<file path="config.mk">
export PLATFORM = sky130hd
export DESIGN_NAME = decode_stage
export DESIGN_NICKNAME = d
export VERILOG_FILES = /design/src/rtl/decode_stage_pkg.sv /design/src/rtl/decode_stage_skid_buf.sv /design/src/rtl/decode_stage.sv
export SDC_FILE = /design/constraint.sdc
export NUM_CORES = 1
export LEC_CHECK = 0
export ABC_AREA = 1
export BUFFER_PORTS_ARGS = -buffer_cell sky130_fd_sc_hd__buf_2
export CORE_ASPECT_RATIO = 1.5
export CORE_MARGIN = 8
export CORE_UTILIZATION = 40
export DETAILED_ROUTE_END_ITERATION = 10
export SLEW_MARGIN = 20
export SYNTH_ARGS = -nofsm -noshare
export SYNTH_HDL_FRONTEND = slang
export SYNTH_HIERARCHICAL = 1
export SYNTH_SLANG_ARGS = --single-unit
</file>
<file path="constraint.sdc">
create_clock -name clk -period 2.7 [get_ports clk]
set_clock_uncertainty 0.05 [all_clocks]
set_input_delay 0.27 -clock clk [delete_from_list [all_inputs] [get_ports clk]]
set_output_delay 0.27 -clock clk [all_outputs]
set_load 0.02 [all_outputs]
</file>
<file path="src/rtl/decode_stage_pkg.sv">
// Shared types and the pure decode function for the ULM decode stage.
// Optional feature: DECODER_BUS_WIDE_EN adds the WORD/LONG/QUAD bus moves
// (opcodes 22-27). Without it those opcodes decode as illegal.
package decode_stage_pkg;

    localparam int IR_W_DEF   = 32;
    localparam int DATA_W_DEF = 64;
    localparam int REG_W_DEF  = 4;
    localparam int JMP_W_DEF  = 24;

    localparam logic [7:0] OP_HALT_IMM = 8'h01, OP_HALT_REG = 8'h02, OP_JNZ    = 8'h03, OP_JZ     = 8'h04;
    localparam logic [7:0] OP_JMP      = 8'h05, OP_JB       = 8'h06, OP_JMP_FR = 8'h07, OP_JAE    = 8'h08;
    localparam logic [7:0] OP_LDZWQ    = 8'h10, OP_ADDQ_R   = 8'h11, OP_ADDQ_I = 8'h12, OP_SUBQ_R = 8'h13;
    localparam logic [7:0] OP_SUBQ_I   = 8'h14, OP_LDSWQ    = 8'h15;
    localparam logic [7:0] OP_MOVZBQ   = 8'h20, OP_MOVB     = 8'h21, OP_MOVZWQ = 8'h22, OP_MOVW   = 8'h23;
    localparam logic [7:0] OP_MOVZLQ   = 8'h24, OP_MOVL     = 8'h25, OP_MOVQ_LD = 8'h26, OP_MOVQ_ST = 8'h27;
    localparam logic [7:0] OP_PUTC_R   = 8'h30, OP_PUTC_I   = 8'h31, OP_GETC   = 8'h32;

    typedef enum logic [2:0] {UNIT_NONE, UNIT_CU, UNIT_ALU, UNIT_BUS, UNIT_IO} unit_e;
    typedef enum logic [1:0] {CU_NOP, CU_HALT, CU_REL_JMP, CU_ABS_JMP}         cu_op_e;
    typedef enum logic [1:0] {ALU_NOP, ALU_ADD, ALU_SUB}                       alu_op_e;
    typedef enum logic [1:0] {BUS_NOP, BUS_FETCH, BUS_STORE}                   bus_op_e;
    typedef enum logic [1:0] {IO_NOP, IO_PUTC, IO_GETC}                        io_op_e;
    typedef enum logic [1:0] {RAM_BYTE, RAM_WORD, RAM_LONG, RAM_QUAD}          ram_size_e;
    typedef enum logic       {A_SEL_REG, A_SEL_IMM}                            a_sel_e;

    typedef struct packed {
        unit_e                  unit;
        cu_op_e                 cu_op;
        alu_op_e                alu_op;
        bus_op_e                bus_op;
        io_op_e                 io_op;
        logic [REG_W_DEF-1:0]   reg_s;
        logic [REG_W_DEF-1:0]   reg_b;
        logic [REG_W_DEF-1:0]   reg_a;
        logic [DATA_W_DEF-1:0]  imm;
        ram_size_e              size;
        a_sel_e                 a_sel;
        logic [JMP_W_DEF-1:0]   jmp_offset;
        logic                   illegal;
    } dec_bundle_t;

    // All-zero bundle: every unit idle, no registers, no immediate.
    localparam dec_bundle_t DEC_NOP = '0;

    // Opcodes whose outcome depends on zf/cf and therefore must wait for settled flags.
    function automatic logic is_flag_jump(input logic [7:0] op);
        return op inside {OP_JNZ, OP_JZ, OP_JB, OP_JAE};
    endfunction

    // Memory moves: odd opcodes store, even opcodes fetch; the offset is a 17-bit non-negative value.
    function automatic dec_bundle_t bus_fields(input logic [IR_W_DEF-1:0] ir, input ram_size_e size);
        dec_bundle_t d;
        d            = DEC_NOP;
        d.unit       = UNIT_BUS;
        d.bus_op     = ir[IR_W_DEF-8] ? BUS_STORE : BUS_FETCH;
        d.reg_s      = ir[23:20];
        d.reg_b      = ir[19:16];
        d.imm        = DATA_W_DEF'({1'b0, ir[15:0]});
        d.a_sel      = A_SEL_IMM;
        d.size       = size;
        return d;
    endfunction

    function automatic dec_bundle_t decode(input logic [IR_W_DEF-1:0] ir, input logic zf, input logic cf);
        dec_bundle_t d;
        logic [7:0]  op;
        logic        taken;
        op    = ir[IR_W_DEF-1 -: 8];
        taken = 1'b1;
        d     = DEC_NOP;
        case (op)
            OP_HALT_IMM: begin
                d.unit  = UNIT_CU;
                d.cu_op = CU_HALT;
                d.imm   = DATA_W_DEF'(ir[23:16]);
                d.a_sel = A_SEL_IMM;
            end
            OP_HALT_REG: begin
                d.unit  = UNIT_CU;
                d.cu_op = CU_HALT;
                d.reg_s = ir[23:20];
            end
            OP_JNZ, OP_JZ, OP_JMP, OP_JB, OP_JAE: begin
                case (op)
                    OP_JNZ:  taken = !zf;
                    OP_JZ:   taken = zf;
                    OP_JB:   taken = cf;
                    OP_JAE:  taken = !cf;
                    default: taken = 1'b1;
                endcase
                d.unit       = UNIT_CU;
                d.cu_op      = taken ? CU_REL_JMP : CU_NOP;
                d.jmp_offset = ir[JMP_W_DEF-1:0];
            end
            OP_JMP_FR: begin
                d.unit  = UNIT_CU;
                d.cu_op = CU_ABS_JMP;
                d.reg_s = ir[23:20];
                d.reg_b = ir[19:16];
            end
            OP_LDZWQ, OP_LDSWQ: begin
                d.unit   = UNIT_ALU;
                d.alu_op = ALU_ADD;
                d.reg_s  = ir[23:20];
                d.imm    = (op == OP_LDSWQ) ? DATA_W_DEF'($signed(ir[19:0])) : DATA_W_DEF'(ir[19:0]);
                d.a_sel  = A_SEL_IMM;
            end
            OP_ADDQ_R, OP_SUBQ_R: begin
                d.unit   = UNIT_ALU;
                d.alu_op = (op == OP_SUBQ_R) ? ALU_SUB : ALU_ADD;
                d.reg_s  = ir[23:20];
                d.reg_b  = ir[19:16];
                d.reg_a  = ir[15:12];
            end
            OP_ADDQ_I, OP_SUBQ_I: begin
                d.unit   = UNIT_ALU;
                d.alu_op = (op == OP_SUBQ_I) ? ALU_SUB : ALU_ADD;
                d.reg_s  = ir[23:20];
                d.reg_b  = ir[19:16];
                d.imm    = DATA_W_DEF'(ir[15:0]);
                d.a_sel  = A_SEL_IMM;
            end
            OP_MOVZBQ, OP_MOVB:     d = bus_fields(ir, RAM_BYTE);
`ifdef DECODER_BUS_WIDE_EN
            OP_MOVZWQ, OP_MOVW:     d = bus_fields(ir, RAM_WORD);
            OP_MOVZLQ, OP_MOVL:     d = bus_fields(ir, RAM_LONG);
            OP_MOVQ_LD, OP_MOVQ_ST: d = bus_fields(ir, RAM_QUAD);
`endif
            OP_PUTC_R: begin
                d.unit  = UNIT_IO;
                d.io_op = IO_PUTC;
                d.reg_s = ir[23:20];
            end
            OP_PUTC_I: begin
                d.unit  = UNIT_IO;
                d.io_op = IO_PUTC;
                d.imm   = DATA_W_DEF'(ir[23:16]);
                d.a_sel = A_SEL_IMM;
            end
            OP_GETC: begin
                d.unit  = UNIT_IO;
                d.io_op = IO_GETC;
                d.reg_s = ir[23:20];
            end
            default: d.illegal = 1'b1;
        endcase
        return d;
    endfunction

endpackage

</file>
<file path="src/rtl/decode_stage_skid_buf.sv">
// Generic two-entry valid/ready skid buffer. The main entry drives the output;
// the skid entry catches one word when the consumer stalls, so in_ready depends
// only on skid occupancy and throughput stays at one word per cycle.
module decode_skid_buf #(
    parameter int W = 8
) (
    input  logic         clk,
    input  logic         rst,
    input  logic         in_valid,
    output logic         in_ready,
    input  logic [W-1:0] in_data,
    output logic         out_valid,
    input  logic         out_ready,
    output logic [W-1:0] out_data
);

    logic         main_valid_q, main_valid_d, skid_valid_q, skid_valid_d;
    logic [W-1:0] main_data_q, main_data_d, skid_data_q, skid_data_d;
    logic         accept, main_free;

    // Refill main from skid first, then from the input; park in skid only while main is held.
    always_comb begin
        // NOTE: every output of this block gets a default first, so no path can infer a latch.
        main_valid_d = main_valid_q;
        main_data_d  = main_data_q;
        skid_valid_d = skid_valid_q;
        skid_data_d  = skid_data_q;
        accept       = in_valid && !skid_valid_q;
        main_free    = !main_valid_q || out_ready;
        if (main_free) begin
            if (skid_valid_q) begin
                main_valid_d = 1'b1;
                main_data_d  = skid_data_q;
                skid_valid_d = 1'b0;
            end else begin
                main_valid_d = accept;
                if (accept) main_data_d = in_data;
            end
        end else if (accept) begin
            skid_valid_d = 1'b1;
            skid_data_d  = in_data;
        end
    end

    // State register; synchronous reset flushes both entries.
    always_ff @(posedge clk) begin
        // NOTE: sequential state uses non-blocking assignments so every flop samples pre-edge values.
        if (rst) begin
            main_valid_q <= 1'b0;
            skid_valid_q <= 1'b0;
            // NOTE: data registers are reset too, because the idle output must read as an all-zero word.
            main_data_q  <= '0;
            skid_data_q  <= '0;
        end else begin
            main_valid_q <= main_valid_d;
            skid_valid_q <= skid_valid_d;
            main_data_q  <= main_data_d;
            skid_data_q  <= skid_data_d;
        end
    end

    assign in_ready  = !skid_valid_q;
    assign out_valid = main_valid_q;
    assign out_data  = main_data_q;

endmodule

</file>
<file path="src/rtl/decode_stage.sv">
// ULM decode stage: decodes one instruction word per cycle into a dec_bundle_t,
// stalls flag-dependent jumps while flags are in flight, and records illegal
// opcodes. Wide bus moves are enabled by defining DECODER_BUS_WIDE_EN.
module decode_stage
    import decode_stage_pkg::*;
#(
    parameter int IR_W   = 32,
    parameter int DATA_W = 64,
    parameter int REG_W  = 4,
    parameter int JMP_W  = 24
) (
    input  logic            clk,
    input  logic            rst,
    input  logic            in_valid,
    output logic            in_ready,
    input  logic [IR_W-1:0] in_ir,
    input  logic            zf,
    input  logic            cf,
    input  logic            flags_busy,
    output logic            out_valid,
    input  logic            out_ready,
    output dec_bundle_t     out_dec,
    output logic            illegal_seen
);

    if (IR_W != IR_W_DEF || DATA_W != DATA_W_DEF || REG_W != REG_W_DEF || JMP_W != JMP_W_DEF) begin : g_width_mismatch
        $error("decode_stage parameters must match the decode_stage_pkg bundle widths");
    end

    logic        hazard, buf_in_ready, accept;
    logic        illegal_seen_d, illegal_seen_q;
    dec_bundle_t dec_bundle;

    // Hazard stall, combinational decode of the presented word, sticky illegal tracking.
    always_comb begin
        hazard         = flags_busy && is_flag_jump(in_ir[IR_W-1 -: 8]);
        in_ready       = buf_in_ready && !hazard;
        accept         = in_valid && in_ready;
        dec_bundle     = decode(in_ir, zf, cf);
        illegal_seen_d = illegal_seen_q || (accept && dec_bundle.illegal);
    end

    // Sticky illegal-opcode flag, cleared only by reset.
    always_ff @(posedge clk) begin
        if (rst) illegal_seen_q <= 1'b0;
        else     illegal_seen_q <= illegal_seen_d;
    end

    decode_skid_buf #(.W($bits(dec_bundle_t))) u_skid (
        .clk       (clk),
        .rst       (rst),
        .in_valid  (in_valid && !hazard),
        .in_ready  (buf_in_ready),
        .in_data   (dec_bundle),
        .out_valid (out_valid),
        .out_ready (out_ready),
        .out_data  (out_dec)
    );

    assign illegal_seen = illegal_seen_q;

endmodule

</file>
==> impl_metrics.yaml <==
status:
  status: "completed"
worst_setup_path:
  critPathMaxStageDelay_ns: 0.57
  endpoint_kind: "output pin"
  critPathMaxFanout: 32
  crit_slowest_cell: "dfxtp_4"
  worstSetupPathType: "reg -> out"
  crit_chain: "inv_2 -> nand2_1 -> inv_1 -> buf_2"
  required_ns: 2.38
  worstSetupStartpointType: "flip-flop"
  critPathArrivalTime_ns: 1.50
power:
  power.density_mw_per_mm2: 610
  switchingPower_uw: 2350
  comb_power_share: 0.149
  total_power_uw: 8390
  clockPowerShare: 0.404
  peakVddDrop_mv: 0.448
  swShare: 0.280
  seqPwrFrac: 0.447
  cellLeakagePower_uw: 0.00662
  p_int_uw: 6040
final_layout:
  nets: 2106
  diodes: 0
  final_common_cell: "nand2_1"
  final_cell_mix: "nand2_1 (518), nor2_1 (509), inv_1 (293), dfxtp_1 (232), buf_2 (156)"
  areaGrowthSynthToFinish_pct: 15.7
  final_layout_size_suffix_gt1_frac: 0.126
floorplan:
  die-height_um: 227
  core_area_sq_mm: 0.0294
  pin_count: 157
  die-area_sq_mm: 0.0356
  rows: 77
  chipWidth_um: 157
  initial_core_util: 0.404
drt:
  wl_met2_mm: 15.5
  highest_layer: "met5"
  met1Wirelength_mm: 14.3
  wl_met3_mm: 1.68
  wl_per_cell_um: 13.0
  postRouteAntennaNets: 0
  wl_mm: 32.2
  first_iter_violations: 686
  drt-vias-per-instance: 4.58
  drc: 0
  drt_first_pass_iters: 5
  vias: 11300
logic_synthesis:
  synth_edf_count: 0
  ys_ff_latch: 233
  yosysSeqAreaShare: 0.393
  syn_inst: 1973
  ys.flop_type: "dfxtp_1"
  synth_cell_types: 30
  avgSynthCellArea_sq_um: 6.02
  ys_warn_count: 6
  async_reset_ff_frac: 0
  netlist_area_sq_mm: 0.0119
sta:
  setup_viol: 0
  slew_viol_final: 0
  tightest_slew_ns: 0.601
  max_freq_mhz: 550
  finalSetupTns_ns: 0
  relSlewSlack: 0.599
  period_minus_slack_ns: 1.82
  rsz0062_at_grt: "no"
  timing.final.crit_share: 0.673
  finalHoldViolCount: 0
clock_network:
  htree_levels: 1
  clk_pin_slew_ns: 0.06
  cts_setup_buffers: 0
  clockBufferDepth: 3
  cts_root_buf: "clkbuf_16"
  cts_tree: "done"
  cts_resized: 0
  clkSinkCount: 233
  cts_inserted_buffers: 25
  postCtsHoldBufs: 1
  clock_latency_ns: 0.53
place:
  port_buffers: 156
  dp_hpwl_mm: 21.0
  gp_congestion: 0.885
global_routing:
  grt_pass1_vias: 10600
  grt_max_degree: 137
  grt_overflow: 0
  grt_pass1_wl_mm: 52.8
  antenna_found_initial: 2
  grt_util_all_layers: 0.180
run:
  drv_cap: 0
hold_path:
  min-delay-path-class: "in -> reg"
[final timing paths]
kind	cells after the start	end	from	slack, ns
setup / recovery	4	in_ready	u_skid/skid_valid_q	0.88
hold / removal	5	illegal_seen	in_valid	0.07
setup reg to reg	6	u_skid/out_data[98]	u_skid/skid_valid_q	0.97
hold reg to reg	2	illegal_seen	illegal_seen	0.41
[synth_stat cells, drive strengths merged, types with 2 or more instances]
master,instances,area share
nor3,2,0.0013
nand4,3,0.0016
nor2,522,0.17
buf,80,0.041
nand3,119,0.051
dfxtp,233,0.39
a21oi,6,0.0035
nand2,532,0.17
inv,300,0.095
o21ai,135,0.057
clkbuf,35,0.011
[through the flow]
| stage | instances | hold slack (ns) | utilization | cell area [sq um] | setup WS [ns] |
|---|---|---|---|---|---|
| after floorplan | 1974 | 0.282 | - | 11900 | 0.0812 |
| after global placement | 2434 | 0.401 | 0.440 | 12900 | 0.406 |
| after detailed placement | 2434 | 0.402 | 0.440 | 12900 | 0.342 |
| after CTS | 2478 | 0.0402 | 0.468 | 13700 | 0.845 |
| after global routing | 2478 | 0.0794 | 0.468 | 13700 | 0.678 |
| final | 2478 | 0.0660 | 0.468 | 13700 | 0.882 |
[layer usage]
| metal | global-route usage | vias up |
|---|---|---|
| met4 | 0.0607 | 4 |
| met3 | 0.0304 | 47 |
| met1 | 0.218 | 5049 |
| met5 | 0 | - |
| li1 | - | 6005 |
| met2 | 0.315 | 235 |
[cells by family (layout without fill, tap and decap cells)]
logic type / after synthesis / after routing / share of synthesized area
AO/OA/AOI/OAI: 143 / 143 / 0.0627
other: 1 / 2 / 0.000316
buffers and inverters: 416 / 525 / 0.148
AND/OR/NAND/NOR: 1180 / 1180 / 0.397
flip-flops: 233 / 233 / 0.393
[worst max-delay path, delay by kind of cell (launching register included)]
family | cells | cell delay (ns)
flops | 1 | 0.57
buf+inv | 3 | 0.29
simple gates | 1 | 0.11
[state kept, by name, indices dropped and copies added, names as in the netlist]
name and flops:
illegal_seen 1, u_skid/out_valid 1, u_skid/skid_valid_q 1, u_skid/skid_data_q 115, u_skid/out_data 115
[power by group through the flow]
stage | logic, uW | clock network (uW) | registers (uW)
final | 1250 | 3390 | 3750
after global routing | 1420 | 3630 | 3770
after CTS | 1260 | 3520 | 3750
after detailed placement | 1260 | 0 | 3830
after global placement | 1250 | 0 | 3820
after floorplan | 743 | 0 | 3970
[layout make-up]
cell class	instances	area [sq um]
Fill cell	3123	15600
Multi-Input combinational cell	1325	5500
Sequential cell	233	4670
Timing Repair Buffer	181	1150
Inverter	301	1140
Clock buffer	37	741
Tap cell	395	494
Clock inverter	6	58.8
Note: power is estimated with default switching activity, not from simulation.
